`src/rtl/mux4way_rr.sv`:
```
// mux4way_rr
// ----------
// Four-to-one collector. Four source channels, each with a valid/ready
// handshake, are merged onto a single registered output channel. A
// round-robin arbiter chooses which source is served. The chosen word and
// its source index are held in one output register until the sink accepts
// them.
//
// Ports:
//   clk        : system clock, all state changes on the rising edge
//   rst        : synchronous active-high reset
//   i0..i3     : data words from sources 0..3
//   v0..v3     : source valid flags
//   r0..r3     : source ready flags (combinational, only the granted source)
//   saida      : registered output word
//   sel        : registered index of the source that produced saida
//   valid_out  : saida/sel currently hold a word
//   ready_in   : sink accepts the held word this cycle
module mux4way_rr #(
    parameter int WIDTH = 4
) (
    input  logic             clk,
    input  logic             rst,
    input  logic [WIDTH-1:0] i0,
    input  logic [WIDTH-1:0] i1,
    input  logic [WIDTH-1:0] i2,
    input  logic [WIDTH-1:0] i3,
    input  logic             v0,
    input  logic             v1,
    input  logic             v2,
    input  logic             v3,
    output logic             r0,
    output logic             r1,
    output logic             r2,
    output logic             r3,
    output logic [WIDTH-1:0] saida,
    output logic [1:0]       sel,
    output logic             valid_out,
    input  logic             ready_in
);

    // The output slot is either empty or holds one word.
    typedef enum logic {
        EMPTY = 1'b0,
        FULL  = 1'b1
    } state_t;

    state_t           state_q, state_d;
    logic [WIDTH-1:0] saida_q, saida_d;
    logic [1:0]       sel_q, sel_d;
    logic [1:0]       ptr_q, ptr_d;

    logic [WIDTH-1:0] in_word [4];
    logic [3:0]       v_vec;
    logic [3:0]       r_vec;
    logic [1:0]       grant;
    logic [1:0]       idx;
    logic             any_valid;
    logic             free;
    logic             src_xfer;
    logic             sink_xfer;

    // Gather the individual source ports into indexable form.
    assign in_word[0] = i0;
    assign in_word[1] = i1;
    assign in_word[2] = i2;
    assign in_word[3] = i3;
    assign v_vec      = {v3, v2, v1, v0};

    // Round-robin search starting at ptr. The loop walks the offsets from
    // farthest to nearest so that the nearest asserted valid is the last
    // one written, which makes it the grant.
    always_comb begin
        grant     = ptr_q;
        idx       = ptr_q;
        any_valid = 1'b0;
        for (int k = 3; k >= 0; k--) begin
            idx = ptr_q + 2'(k);
            if (v_vec[idx]) begin
                grant     = idx;
                any_valid = 1'b1;
            end
        end
    end

    // The slot can take a new word when it is empty or is being drained this
    // cycle. Reset suppresses every ready so nothing is accepted while rst=1.
    always_comb begin
        free      = (state_q == EMPTY) || ready_in;
        src_xfer  = free && any_valid && !rst;
        sink_xfer = (state_q == FULL) && ready_in;
        r_vec     = 4'b0000;
        if (src_xfer) begin
            r_vec[grant] = 1'b1;
        end
    end

    assign r0 = r_vec[0];
    assign r1 = r_vec[1];
    assign r2 = r_vec[2];
    assign r3 = r_vec[3];

    // Next-state logic for the output slot. A new word always wins over a
    // drain, so simultaneous sink and source transfers keep the slot full and
    // sustain one word per cycle. A drain alone leaves saida/sel untouched.
    always_comb begin
        state_d = state_q;
        saida_d = saida_q;
        sel_d   = sel_q;
        ptr_d   = ptr_q;
        if (src_xfer) begin
            state_d = FULL;
            saida_d = in_word[grant];
            sel_d   = grant;
            ptr_d   = grant + 2'd1;
        end else if (sink_xfer) begin
            state_d = EMPTY;
        end
    end

    // State registers with synchronous reset that overrides any transfer.
    always_ff @(posedge clk) begin
        if (rst) begin
            state_q <= EMPTY;
            saida_q <= '0;
            sel_q   <= 2'd0;
            ptr_q   <= 2'd0;
        end else begin
            state_q <= state_d;
            saida_q <= saida_d;
            sel_q   <= sel_d;
            ptr_q   <= ptr_d;
        end
    end

    assign saida     = saida_q;
    assign sel       = sel_q;
    assign valid_out = (state_q == FULL);

endmodule

```
`config.mk`:
```
export PLATFORM = sky130hd
export DESIGN_NAME = mux4way_rr
export DESIGN_NICKNAME = d
export VERILOG_FILES = /design/src/rtl/mux4way_rr.sv
export SDC_FILE = /design/constraint.sdc
export NUM_CORES = 1
export LEC_CHECK = 0
export ABC_AREA = 1
export ABC_CLOCK_PERIOD_IN_PS = 4400
export CELL_PAD_IN_SITES_DETAIL_PLACEMENT = 1
export CELL_PAD_IN_SITES_GLOBAL_PLACEMENT = 1
export CORE_MARGIN = 3
export CORE_UTILIZATION = 31
export CTS_BUF_LIST = sky130_fd_sc_hd__clkbuf_4 sky130_fd_sc_hd__clkbuf_8
export CTS_CLUSTER_DIAMETER = 60
export DETAILED_ROUTE_END_ITERATION = 8
export PLACE_DENSITY_LB_ADDON = 0.25
export SETUP_SLACK_MARGIN = 0.05
export SKIP_CTS_REPAIR_TIMING = 1
export SYNTH_ARGS = -nofsm -noshare
export SYNTH_HDL_FRONTEND = slang
export SYNTH_SLANG_ARGS = --single-unit
```
`constraint.sdc`:
```
create_clock -name clk -period 4.4 [get_ports clk]
set_input_delay 0.66 -clock clk [delete_from_list [all_inputs] [get_ports clk]]
set_output_delay 0.66 -clock clk [all_outputs]
set_load 0.02 [all_outputs]
```
# After elaboration in Yosys (flattened, before gate mapping)
# Cells that the tools add are included.
[word_totals]
register_bits = 9
in_bits = 23
out_inout_bits = 11
wordCells = 48
[classes]
add_sub_neg = 4
magnitude_cmp = 7
mux = 24
bitwise_logic = 2
reduce_logical = 7
[ops]
columns = ["cell", "n"]
rows = [
  ["less-than comparator 2 x 3 -> 1 bit (second input constant)", 5],
  ["2-to-1 mux 4 bit", 3],
  ["2-to-1 mux 1 bit", 11],
  ["binary-select mux 1 bit (select 2 bit)", 4],
  ["binary-select mux 4 bit (select 2 bit)", 1],
  ["2-to-1 mux 2 bit", 4],
  ["adder 2 x 1 -> 2 bit (second input constant)", 2],
  ["adder 2 bit (second input constant)", 2],
  ["logical AND 1 bit", 4],
  ["greater-or-equal comparator 3 bit (second input constant)", 1],
  ["NOT 2 -> 3 bit", 1],
  ["demux 1 bit (select 2 bit)", 1],
  ["greater-or-equal comparator 2 x 1 -> 1 bit (second input constant)", 1],
  ["nonzero test 2 bit", 1],
  ["zero test 1 bit", 1],
  ["logical OR 1 bit", 1],
  ["NOT 1 bit", 1],
]

# Longest topological paths before layout
[depth]
word_depth = 12
depth_mapped = 16
ltp_nobuf = 15

# Least setup slack after synthesis
# No wires, ideal clock.
[synth_timing]
kind = "input to output"
startpoint = "input v3"
endpoint = "output r3"
arrival_ns = 1.838
t_required_ns = 3.740
path_slack_ns = 1.902
cell_stages = 8
n_path_buf = 0
cell_sequence = "inv_1 > o21ai_1 > nand2_1 > nand2_1 > inv_2 > nand3_1 > nand3_2 > nor3_1"
[synth_via]
elab_chain_len = 11
word_cells_on_any_way = 24
cone_classes = "order compare: 2; mux: 19; reduce/logical: 3"
[synth_lines]
columns = ["item", "line", "text"]
rows = [
  ["from (decl)", "31", "input logic v3,"],
  ["binary-select mux 1 bit (select 2 bit)", "79", "if (v_vec[idx]) begin"],
  ["2-to-1 mux 1 bit (implied by the code)", "79", ""],
  ["2-to-1 mux 2 bit (4 in series)", "79", ""],
  ["less-than comparator 2 x 3 -> 1 bit (implied by the code) or greater-or-equal comparator 2 x 1 -> 1 bit (tied branches)", "94", "r_vec[grant] = 1'b1;"],
  ["logical AND 1 bit (implied by the code)", "94", ""],
  ["2-to-1 mux 1 bit (implied by the code)", "94", ""],
  ["demux 1 bit (select 2 bit)", "94", ""],
  ["2-to-1 mux 4 bit *", "93", "if (src_xfer) begin"],
  ["to (decl)", "35", "output logic r3,"],
]
# Mark *: on every way between the ends. The rest lies on a longest branch, timed or not. The select of a mux whose other input is x is not followed.

# Worst setup path after layout
[layout_timing]
startpoint = "input v1"
endpoint = "output r0"
[layout_via]
elab_chain_len = 11
word_cells_on_any_way = 24
cone_classes = "order compare: 2; mux: 19; reduce/logical: 3"
[layout_lines]
columns = ["item", "line", "text"]
rows = [
  ["from (decl)", "29", "input logic v1,"],
  ["binary-select mux 1 bit (select 2 bit)", "79", ""],
  ["2-to-1 mux 1 bit (implied by the code)", "79", ""],
  ["2-to-1 mux 2 bit (4 in series)", "79", ""],
  ["less-than comparator 2 x 3 -> 1 bit (implied by the code) or greater-or-equal comparator 2 x 1 -> 1 bit (tied branches)", "94", ""],
  ["logical AND 1 bit (implied by the code)", "94", ""],
  ["2-to-1 mux 1 bit (implied by the code)", "94", ""],
  ["demux 1 bit (select 2 bit)", "94", ""],
  ["2-to-1 mux 4 bit *", "93", ""],
  ["to (decl)", "32", "output logic r0,"],
]
# Marked as above.

==> results by group <==
Timing
  – Final Hold Fails: 0
  – Pins Over Slew Limit: 0
  – Tcrit/Tclk final: 79.7%
  – Setup Viol. Count Final: 0
  – RSZ-0062 raised after global routing: false
  – Fin Clk Skew: 9.18 ps
  – Setup_tns: 0 ps
  – Min Tclk post-route: 3510 ps
  – Slew @ Worst Pin: 571 ps
  – Relative slew slack: 61.9%
  – Fmax achieved: 0.285 GHz

Global routing
  – Total GRT Usage: 16.4%
  – Initial antenna violation count: 0
  – Vias in the first global route: 993
  – Largest net degree at the start of global routing: 11
  – Gr ovfl total: 0
  – First-pass GRT wire length: 4310 microns

Synthesis
  – Sequential cell area fraction in the yosys report: 22.8%
  – Syn_area_per_cell: 6.33 sq um
  – Yosys warning total: 0
  – Cell Area, Synth: 791 sq um
  – Seq cells post-synth: 9
  – Distinct cells, synth: 20
  – Gate Count Post-Synth: 125
  – Synthesized net count: 148

Detailed routing
  – Per-cell routed wire length: 12.6 microns
  – 1st-pass router iterations: 3
  – Final wirelength: 2380 microns
  – DRC: 0
  – Antenna viol nets, final: 0
  – Vias per std cell: 4.96
  – Vias: 937
  – Initial DRC Count: 10

Clocking
  – Root Buffer: clkbuf_4
  – H-tree depth: 1
  – Total CTS buffers: 3
  – Clk sinks: 9
  – Clk slew on worst S/H paths: 70 ps
  – CTS max path bufs: 2
  – Skew-Pair Late Insertion Delay: 270 ps
  – CTS tree: yes

Floorplanning
  – Die width: 56.5 microns
  – Die extent in y: 56.5 microns
  – Die area: 3190 sq um
  – Placement Rows: 17
  – Core area: 2320 sq um
  – Initial core utilization: 34.1%
  – Num ports: 34

Status
  – Status: finished clean

Placement
  – Port bufs: 33
  – Final GP Congestion: 0.811
  – Post-DP HPWL: 1970 microns
  – Cell count after placement: 185

Final layout
  – Share of cells above drive strength 1: 19.3%
  – Finished Layout Cells: 189
  – Util after Layout: 50.6%
  – N_diodes: 0
  – Area growth, synth to finish: 48.3%
  – Nets: 185

Worst setup path
  – Crit path DAT: 2850 ps
  – Setup crit start kind: primary input
  – Reg2reg end: ptr_q[1]
  – Worst flop-to-flop path startpoint: ptr_q[0]
  – Crit path to: r0
  – Critical Path RT: 3740 ps
  – Crit. End Element: output pin
  – Flop-to-flop setup slack: 2330 ps
  – CP max FO: 10
  – Reg2reg path depth: 11
  – CP Class: primary input to output pin
  – CP startpoint: v1

Pwr
  – Static Leak: 0.000546 uW
  – Worst VDD drop: 0.412 mV
  – Cell area power density: 776 nW/um^2

Worst hold path
  – Worst hold path type: flip-flop to flip-flop
  – HP Start: saida[3]

Job
  – Max-Cap Viols: 0
[layout by cell type (no fill, tap or decap), types with 3 or more instances in the layout]
master / Yosys / final
nand3_1: 32 / 32
clkbuf_4: 0 / 3
o21ai_0: 3 / 3
dfxtp_1: 9 / 9
nand3_2: 3 / 3
nand2_4: 4 / 4
o21ai_1: 3 / 3
a21oi_1: 4 / 4
nand2_2: 11 / 11
inv_1: 13 / 13
nor2_1: 4 / 4
inv_2: 5 / 5
nand2_1: 26 / 26
clkdlybuf4s50_1: 0 / 33
[layout make-up]
cell class / instances / area (sq um)
clock buffer: 3 / 22.5
clock inverter: 1 / 5.00
fill: 312 / 1150
inverter: 19 / 78.8
multi-input combinational: 96 / 520
sequential: 9 / 180
tap: 28 / 35.0
timing repair buffer: 33 / 330
[worst max-delay path: stages]
cell and delay (ps):
clkdlybuf4s50_1 490, inv_1 50, nand2_1 70, nand3_1 120, nand2_1 120, nor2_1 50
nand3_1 90, nand3_2 220, nor2_4 190, inv_1 70, nor2_1 100, clkdlybuf4s50_1 610
[stage by stage]
step                hold slack [ps]  cell area (sq um)  setup slack [ps]  total power (uW)
global placement                462               1140               933               835
global route                    510               1170               698              1010
finish                          477               1170               893               910
detailed placement              466               1140               876               852
CTS                             483               1170               881               922
floorplan                       539                791              1900               656
[flip-flops by register name (all words and copies together) (netlist names)]
signal / cells
valid_out: 1
saida: 4
sel: 2
ptr_q: 2
[synth_stat cells]
| master | n | area (sq um) |
|---|---|---|
| buf_6 | 1 | 11.3 |
| nor2_2 | 1 | 6.26 |
| nand2_1 | 26 | 97.6 |
| and3_1 | 1 | 6.26 |
| a21oi_1 | 4 | 20.0 |
| inv_2 | 5 | 18.8 |
| nand3_1 | 32 | 160 |
| nor3_1 | 1 | 5.00 |
| nand2_2 | 11 | 68.8 |
| o21ai_0 | 3 | 15.0 |
| o31ai_1 | 1 | 7.51 |
| o21ai_1 | 3 | 15.0 |
| nor2_4 | 1 | 11.3 |
| nor2_1 | 4 | 15.0 |
| nand2_4 | 4 | 45.0 |
| nand3_4 | 1 | 17.5 |
| inv_8 | 1 | 11.3 |
| nand3_2 | 3 | 30.0 |
| inv_1 | 13 | 48.8 |
| dfxtp_1 | 9 | 180 |
[routing by layer]
layer  share of wire (%)  vias up  track usage [%]
met5                   0        -                0
met4                   0        0             3.05
met3                 4.0        0             4.37
met2                  54       20             29.7
met1                  42      433             19.3
li1                    -      484                -
[worst min-delay path by stage]
| stage | to | slack [ps] | depth (start not counted) |
|---|---|---|---|
| after global placement | saida[3] | 460 | 2 |
| after detailed placement | saida[1] | 470 | 2 |
| after CTS | saida[3] | 480 | 2 |
| after global routing | saida[3] | 510 | 2 |
| final | saida[3] | 480 | 2 |
| after floorplan | saida[0] | 540 | 2 |
[power by group]
part | total [uW] | switching [uW] | internal, uW
Combinational | 690 | 433 | 257
Clock | 65.9 | 32.3 | 33.6
Sequential | 154 | 39.1 | 115
Total | 910 | 505 | 406
[kinds of logic after synthesis]
| group | share of synthesized area [%] |
|---|---|
| buffers and inverters | 11.4 |
| AO/OA/AOI/OAI | 7.28 |
| flip-flops | 22.8 |
| AND/OR/NAND/NOR | 58.5 |
Note: power is estimated with default switching activity, not from simulation.
